--- src/rtl/core_pkg.sv ---
// rtl/core_pkg.sv - shared core widths and register-file typedefs
package core_pkg;
  localparam int XLEN  = 32;
  localparam int NREGS = 32;
  localparam int AW    = $clog2(NREGS);

  typedef logic [AW-1:0]   reg_addr_t;
  typedef logic [XLEN-1:0] xword_t;
endpackage

--- src/rtl/reg_scoreboard.sv ---
// rtl/reg_scoreboard.sv - per-register busy bits: set at issue, cleared by writeback
import core_pkg::*;

module reg_scoreboard #(
  parameter int NREGS    = core_pkg::NREGS,
  parameter int ZERO_REG = 1,
  localparam int AW      = $clog2(NREGS)
) (
  input  logic             clk,
  input  logic             rst,
  input  logic             iss_valid,
  input  logic [AW-1:0]    iss_rd,
  input  logic             we0,
  input  logic [AW-1:0]    wa0,
  input  logic             we1,
  input  logic [AW-1:0]    wa1,
  output logic [NREGS-1:0] clr_vec,
  output logic [NREGS-1:0] busy_vec
);

  logic [NREGS-1:0] set_vec;

  always_comb begin
    set_vec = '0;
    clr_vec = '0;
    for (int r = 0; r < NREGS; r++) begin
      set_vec[r] = iss_valid && (iss_rd == AW'(r));
      clr_vec[r] = (we0 && (wa0 == AW'(r))) || (we1 && (wa1 == AW'(r)));
    end
    // Register 0 can never have an outstanding producer.
    if (ZERO_REG != 0) set_vec[0] = 1'b0;
  end

  // A same-cycle issue outranks the clear: it names a newer producer.
  always_ff @(posedge clk or posedge rst) begin
    if (rst) busy_vec <= '0;
    else     busy_vec <= (busy_vec & ~clr_vec) | set_vec;
  end

endmodule

--- src/rtl/reg_file_scb.sv ---
// rtl/reg_file_scb.sv - 2-read/2-write register file with bypass and busy scoreboard
import core_pkg::*;

module reg_file_scb #(
  parameter int XLEN     = core_pkg::XLEN,
  parameter int NREGS    = core_pkg::NREGS,
  parameter int ZERO_REG = 1,
  parameter int BYPASS   = 1,
  localparam int AW      = $clog2(NREGS)
) (
  input  logic             clk,
  input  logic             rst,
  input  logic [AW-1:0]    ra1,
  input  logic [AW-1:0]    ra2,
  output logic [XLEN-1:0]  rd1,
  output logic [XLEN-1:0]  rd2,
  output logic             rd1_busy,
  output logic             rd2_busy,
  input  logic             we0,
  input  logic [AW-1:0]    wa0,
  input  logic [XLEN-1:0]  wd0,
  input  logic             we1,
  input  logic [AW-1:0]    wa1,
  input  logic [XLEN-1:0]  wd1,
  input  logic             iss_valid,
  input  logic [AW-1:0]    iss_rd,
  output logic [NREGS-1:0] busy_vec
);

  logic [XLEN-1:0]  regs [NREGS];
  logic [NREGS-1:0] clr_vec;
  logic             wen0, wen1;

  assign wen0 = we0 && !((ZERO_REG != 0) && (wa0 == '0));
  assign wen1 = we1 && !((ZERO_REG != 0) && (wa1 == '0));

  // Port 1 is written last so the load result wins an address collision.
  always_ff @(posedge clk or posedge rst) begin
    if (rst) begin
      for (int i = 0; i < NREGS; i++) regs[i] <= '0;
    end else begin
      if (wen0) regs[wa0] <= wd0;
      if (wen1) regs[wa1] <= wd1;
    end
  end

  function automatic logic [XLEN-1:0] read_sel(input logic [AW-1:0] ra);
    logic [XLEN-1:0] v;
    v = regs[ra];
    if (BYPASS != 0) begin
      if (we0 && (wa0 == ra)) v = wd0;
      if (we1 && (wa1 == ra)) v = wd1;
    end
    if ((ZERO_REG != 0) && (ra == '0)) v = '0;
    return v;
  endfunction

  assign rd1 = read_sel(ra1);
  assign rd2 = read_sel(ra2);

  reg_scoreboard #(
    .NREGS    (NREGS),
    .ZERO_REG (ZERO_REG)
  ) u_scb (
    .clk       (clk),
    .rst       (rst),
    .iss_valid (iss_valid),
    .iss_rd    (iss_rd),
    .we0       (we0),
    .wa0       (wa0),
    .we1       (we1),
    .wa1       (wa1),
    .clr_vec   (clr_vec),
    .busy_vec  (busy_vec)
  );

  // With bypass, a completing write releases the waiting reader in the same cycle.
  assign rd1_busy = busy_vec[ra1] && !((BYPASS != 0) && clr_vec[ra1]);
  assign rd2_busy = busy_vec[ra2] && !((BYPASS != 0) && clr_vec[ra2]);

endmodule
--- config.mk ---
export PLATFORM = sky130hd
export DESIGN_NAME = reg_file_scb
export DESIGN_NICKNAME = d
export VERILOG_FILES = /design/src/rtl/core_pkg.sv /design/src/rtl/reg_scoreboard.sv /design/src/rtl/reg_file_scb.sv
export SDC_FILE = /design/constraint.sdc
export NUM_CORES = 2
export LEC_CHECK = 0
export BUFFER_PORTS_ARGS = -buffer_cell sky130_fd_sc_hd__buf_2
export CAP_MARGIN = 10
export CORE_ASPECT_RATIO = 0.6
export CORE_MARGIN = 1
export CORE_UTILIZATION = 40
export DETAILED_ROUTE_END_ITERATION = 7
export GPL_ROUTABILITY_DRIVEN = 1
export MAX_ROUTING_LAYER = met4
export SYNTH_ARGS = -nofsm -noshare
export SYNTH_HDL_FRONTEND = slang
export SYNTH_SLANG_ARGS = --single-unit
--- constraint.sdc ---
create_clock -name clk -period 48.6 [get_ports clk]
set_clock_uncertainty 0.15 [all_clocks]
set_input_delay 2.43 -clock clk [delete_from_list [all_inputs] [get_ports clk]]
set_output_delay 2.43 -clock clk [all_outputs]
set_load 0.01 [all_outputs]
# Word level (Yosys, flattened, before mapping)
# Index checks and enable logic that the tools add are counted.
# op_classes
magnitude_cmp	8
eq_ne	97
mux	28
bitwise_logic	7
reduce_logical	145
# op_table
operator	count
bitwise mux 1024 bit	2
2-to-1 mux 1024 bit	2
2-to-1 mux 32 bit	12
binary-select mux 32 bit (select 5 bit)	2
demux 32 bit (select 5 bit)	2
== test 5 bit (second input constant)	48
== test 5 x 4 -> 1 bit (second input constant)	24
logical AND 1 bit	105
== test 5 x 3 -> 1 bit (second input constant)	12
bitwise AND 32 bit	1
logical OR 1 bit	32
inverter 32 bit	1
bitwise OR 32 bit	1
== test 5 x 2 -> 1 bit (second input constant)	6
>= comparator 6 bit (second input constant)	4
inverter 5 -> 6 bit	4
binary-select mux 1 bit (select 5 bit)	4
== test 5 bit	4
logical NOT 5 bit	4
== test 5 x 1 -> 1 bit (second input constant)	3
< comparator 5 x 6 -> 1 bit (second input constant)	2
< comparator 6 x 1 -> 1 bit (second input constant)	2
logical NOT 1 bit	4
2-to-1 mux 1 bit	4
# totals
ff_bits	1056
input_bits	94

# Depth between registers and ports, before layout
# depth
ltp_word	9
ltp_mapped	10
depth_no_buf	6

# Hierarchy
# A second synthesis with hierarchy kept.
# unflattened
hier_cells	6539
area_unflattened_um2	66827.8
# modules_own_cells
module	instances	cells_each	area_each_um2
reg_file_scb	1	6360	65069.9
reg_scoreboard	1	179	1757.9

# Worst setup path after synthesis
# OpenSTA, ideal clock, no wires.
# synth_path
path_type	input to output
startpoint	input port ra1[1]
endpoint	output port rd1[30]
arrival_ns	4.376
t_required_ns	46.020
path_slack_ns	41.644
stages	9
n_path_buf	3
path_cell_list	buf_2 -> clkbuf_1 -> buf_1 -> mux4_2 -> mux4_2 -> mux2i_1 -> nand2_1 -> o211ai_1 -> a21oi_1
# synth_between
elab_chain_cells	7
elab_cells_between_ends	12
classes_between	2 x eq/ne; 6 x mux; 1 x bitwise; 3 x reduce/logical
# synth_rtl
item	line_no	source
start: declaration	reg_file_scb.sv:13	input logic [AW-1:0] ra1,
inverter 5 -> 6 bit (implied by the code)	reg_file_scb.sv:49	v = regs[ra];
binary-select mux 32 bit (select 5 bit)	reg_file_scb.sv:49	
2-to-1 mux 32 bit (implied by the code) (2 in a row)	reg_file_scb.sv:49	
2-to-1 mux 32 bit	reg_file_scb.sv:51	if (we0 && (wa0 == ra)) v = wd0;
2-to-1 mux 32 bit	reg_file_scb.sv:52	if (we1 && (wa1 == ra)) v = wd1;
2-to-1 mux 32 bit *	reg_file_scb.sv:54	if ((ZERO_REG != 0) && (ra == '0)) v = '0;
end: declaration	reg_file_scb.sv:15	output logic [XLEN-1:0] rd1,
# Mark *: on every way between the ends. The rest lies on a longest branch, timed or not. The select of a mux whose other input is x is not followed.

# Worst setup path after layout
# layout_path
startpoint	input port ra1[0]
endpoint	output port rd1[25]
# The elaborated chain is that of the path after synthesis.

==> flow_summary_export.csv <==
group,metric,value,unit
critical_path,r2r_setup_slack,47.53,ns
logic_synthesis,synth_top_family_by_area,"multiplexers",
logic_synthesis,synth-simple-area-share,8.59,%
final_layout,stdcell_count,8153,
clocking,cts_post_setup_buffers_inserted,0,
global_routing,grt_pass1_vias,52100,
placement,portBuffers,191,
logic_synthesis,synth_area,0.0670,mm²
logic_synthesis,syn_nets,6309,
placement,dp.cells,7945,
logic_synthesis,ys_ff_latch,1056,
logic_synthesis,netlist.area_leader.share,39.4,%
floorplan,coreArea,0.165,mm²
detailed_routing,drtIter0Drc,9536,
sta,fin_setup_tns,0,ns
final_layout,layout-drive-gt1-share,21.1,%
sta,tightestPinTransition,1.39,ns
min_path,hp-class,"register to register",
detailed_routing,via_per_inst,6.71,
logic_synthesis,synthXorXnorAreaFrac,0.261,%
critical_path,critPathArrivalTime,7.52,ns
min_path,min_from,"regs[1020]",
placement,placed_area,0.0690,mm²
clocking,clockBufferDepth,3,
floorplan,placementRows,115,
clocking,hold_buffers,0,
detailed_routing,drt-total-wl,280000,µm
critical_path,cp.required,46.02,ns
logic_synthesis,synth_edf_count,0,
logic_synthesis,synth_area_leaders,"dfrtp_1, mux4_2, mux2i_1, nand2_1, o21ai_0",
detailed_routing,dr.pass1.iters,7,
logic_synthesis,synthMuxAreaShare,35.6,%
placement,dp_hpwl,156000,µm
final_layout,final_util,43.9,%
flow_run,maxCapViolCount,0,
detailed_routing,vias,54700,
detailed_routing,drc_errors,0,
floorplan,io_pins,192,
logic_synthesis,synth-compound-area-share,11.0,%
global_routing,grt_max_degree,180,
critical_path,r2r_start,"regs[514]",
logic_synthesis,synth_top_area_cell,"dfrtp_1",
critical_path,crit_type,"input pin to primary output",
global_routing,grt.overflow.total,0,
final_layout,nets,5920,
logic_synthesis,ys.warnings.count,0,
sta,layout_worst_path_cycle_share,20.8,%
critical_path,end_kind,"primary output",
clocking,clockRootBuffer,"clkbuf_16",
sta,setup_viol,0,
logic_synthesis,synthAdderAreaFrac,0,%
power,power_density,41.2,mW/mm²
floorplan,die_width,531,µm
sta,period_minus_slack,10.10,ns
sta,report.final.slew_viol_count,0,
global_routing,grt_pass1_wl,396000,µm
final_layout,mostFrequentLayoutCells,"dfrtp_1, mux2i_1, nand2_1",
logic_synthesis,ys_async_sr_fraction,100,%
clocking,cts_max_level,3,
final_layout,stdcell_area,0.0726,mm²
detailed_routing,ant_nets,0,
logic_synthesis,synthFlopType,"dfrtp_1",
power,leakagePower,30.5,nW
global_routing,grt_usage,33.8,%
floorplan,dieArea,0.169,mm²
logic_synthesis,synth_cell_type_count,61,
floorplan,start_util,40.6,%
critical_path,crit_path_start_kind,"input pin",
sta,max_freq,0.0991,GHz
status,status,"finished, final reports clean",
critical_path,path_max_fanout,65,
logic_synthesis,synthCells,6215,
clocking,ctsResizeCount,0,
floorplan,die_h,319,µm
clocking,path_clk_slew,0.06,ns
sta,hold_violations,0,
logic_synthesis,syn_area_per_cell,10.8,µm²
clocking,cts_made_buffers,102,
global_routing,antenna_found_initial,15,
final_layout,final_common_cell,"dfrtp_1",
power,ir_drop,0.0349,mV
placement,globalplace.congestion,0.915,
logic_synthesis,yosysSeqAreaShare,39.4,%
clocking,clock_sinks,1056,
detailed_routing,wl_per_cell,34.3,µm
critical_path,startpoint,"ra1[0]",
clocking,insertion_delay,0.74,ns
sta,maxSlewHeadroom,6.71,%
final_layout,area_delta_synth_final,8.28,%
sta,grt_setup_unrepaired,"no",
clocking,cts_tree,"yes",
[cell usage after synthesis (3+ instances only)]
cell type	instances
xnor2_1	4
nor2b_1	6
a21oi_1	495
a221oi_1	5
mux2i_1	873
nand3_1	5
nor3_1	5
buf_2	122
a32oi_1	48
a22oi_1	56
nor2_1	563
buf_4	36
o211ai_1	66
nor4_1	6
a31oi_1	90
and3_1	3
dfrtp_1	1056
mux2_2	4
and2_1	3
nand2_1	808
nand4bb_1	3
nand4b_1	6
nand4_1	7
clkbuf_1	536
buf_1	77
or4bb_1	3
o22ai_1	28
clkbuf_2	27
buf_6	8
or2_2	5
inv_1	19
nand2b_1	10
xor2_1	16
a32o_1	10
o21ai_0	497
and4b_1	4
a22o_1	6
mux4_2	669
[metrics by stage]
stage	worst slack, ns	hold WS, ns	total power, mW
2_1_floorplan	16.30	0.291	1.85
4_1_cts	38.34	0.248	2.97
3_3_place_gp	38.37	0.226	2.06
3_5_place_dp	38.36	0.234	2.10
5_1_grt	38.10	0.263	3.11
6_report	38.50	0.247	2.99
[cell type report]
type | instances | area, µm²
clock buffers | 149 | 2980
well taps | 2223 | 2780
fillers | 15300 | 92600
clock inverters | 43 | 617
inverters | 19 | 78.8
diodes | 16 | 40.0
repair buffers | 313 | 1970
multi-input cells | 4334 | 37700
flip-flops and latches | 1056 | 26400
[sequential cells by signal, indices dropped and copies added, names as in the netlist]
register / flops
u_scb.busy_vec: 32
regs: 1024
[kinds of logic after synthesis]
| group | Yosys count |
|---|---|
| compound gates | 1314 |
| xor+xnor | 20 |
| buf+inv | 825 |
| flops | 1056 |
| mux | 1546 |
| simple gates | 1454 |
[routing by layer]
layer	vias up	global-route usage, %	share of wire (%)	routed length (µm)
met4	0	11.2	4.0	11100
met3	729	12.8	15	43300
met2	4306	43.9	40	112000
li1	22100	-	-	-
met5	-	-	0	0
met1	27600	47.7	40	113000
[worst paths after layout]
check / end / cells past startpoint
worst max-delay path: rd1[25] / 11
worst min-delay path: regs[1020] / 0
worst max register to register: regs[514] / 2
worst min register to register: regs[1020] / 0
max in group asynchronous: regs[229] / 5
min in group asynchronous: regs[334] / 2
[worst max-delay path: stages]
cell and delay, ns:
buf_8 0.57, buf_4 0.87, buf_4 0.95, buf_4 0.62
mux4_2 0.58, mux4_2 0.51, mux2i_1 0.27, nand2_1 0.16
o211ai_1 0.19, a21oi_1 0.10, buf_2 0.18
[power by group]
group          internal, mW  switching (mW)
combinational         0.437           0.368
clock                 0.488           0.393
sequential             1.10           0.198
total                  2.03           0.958
No activity file was read; power rests on OpenSTA's default activity.
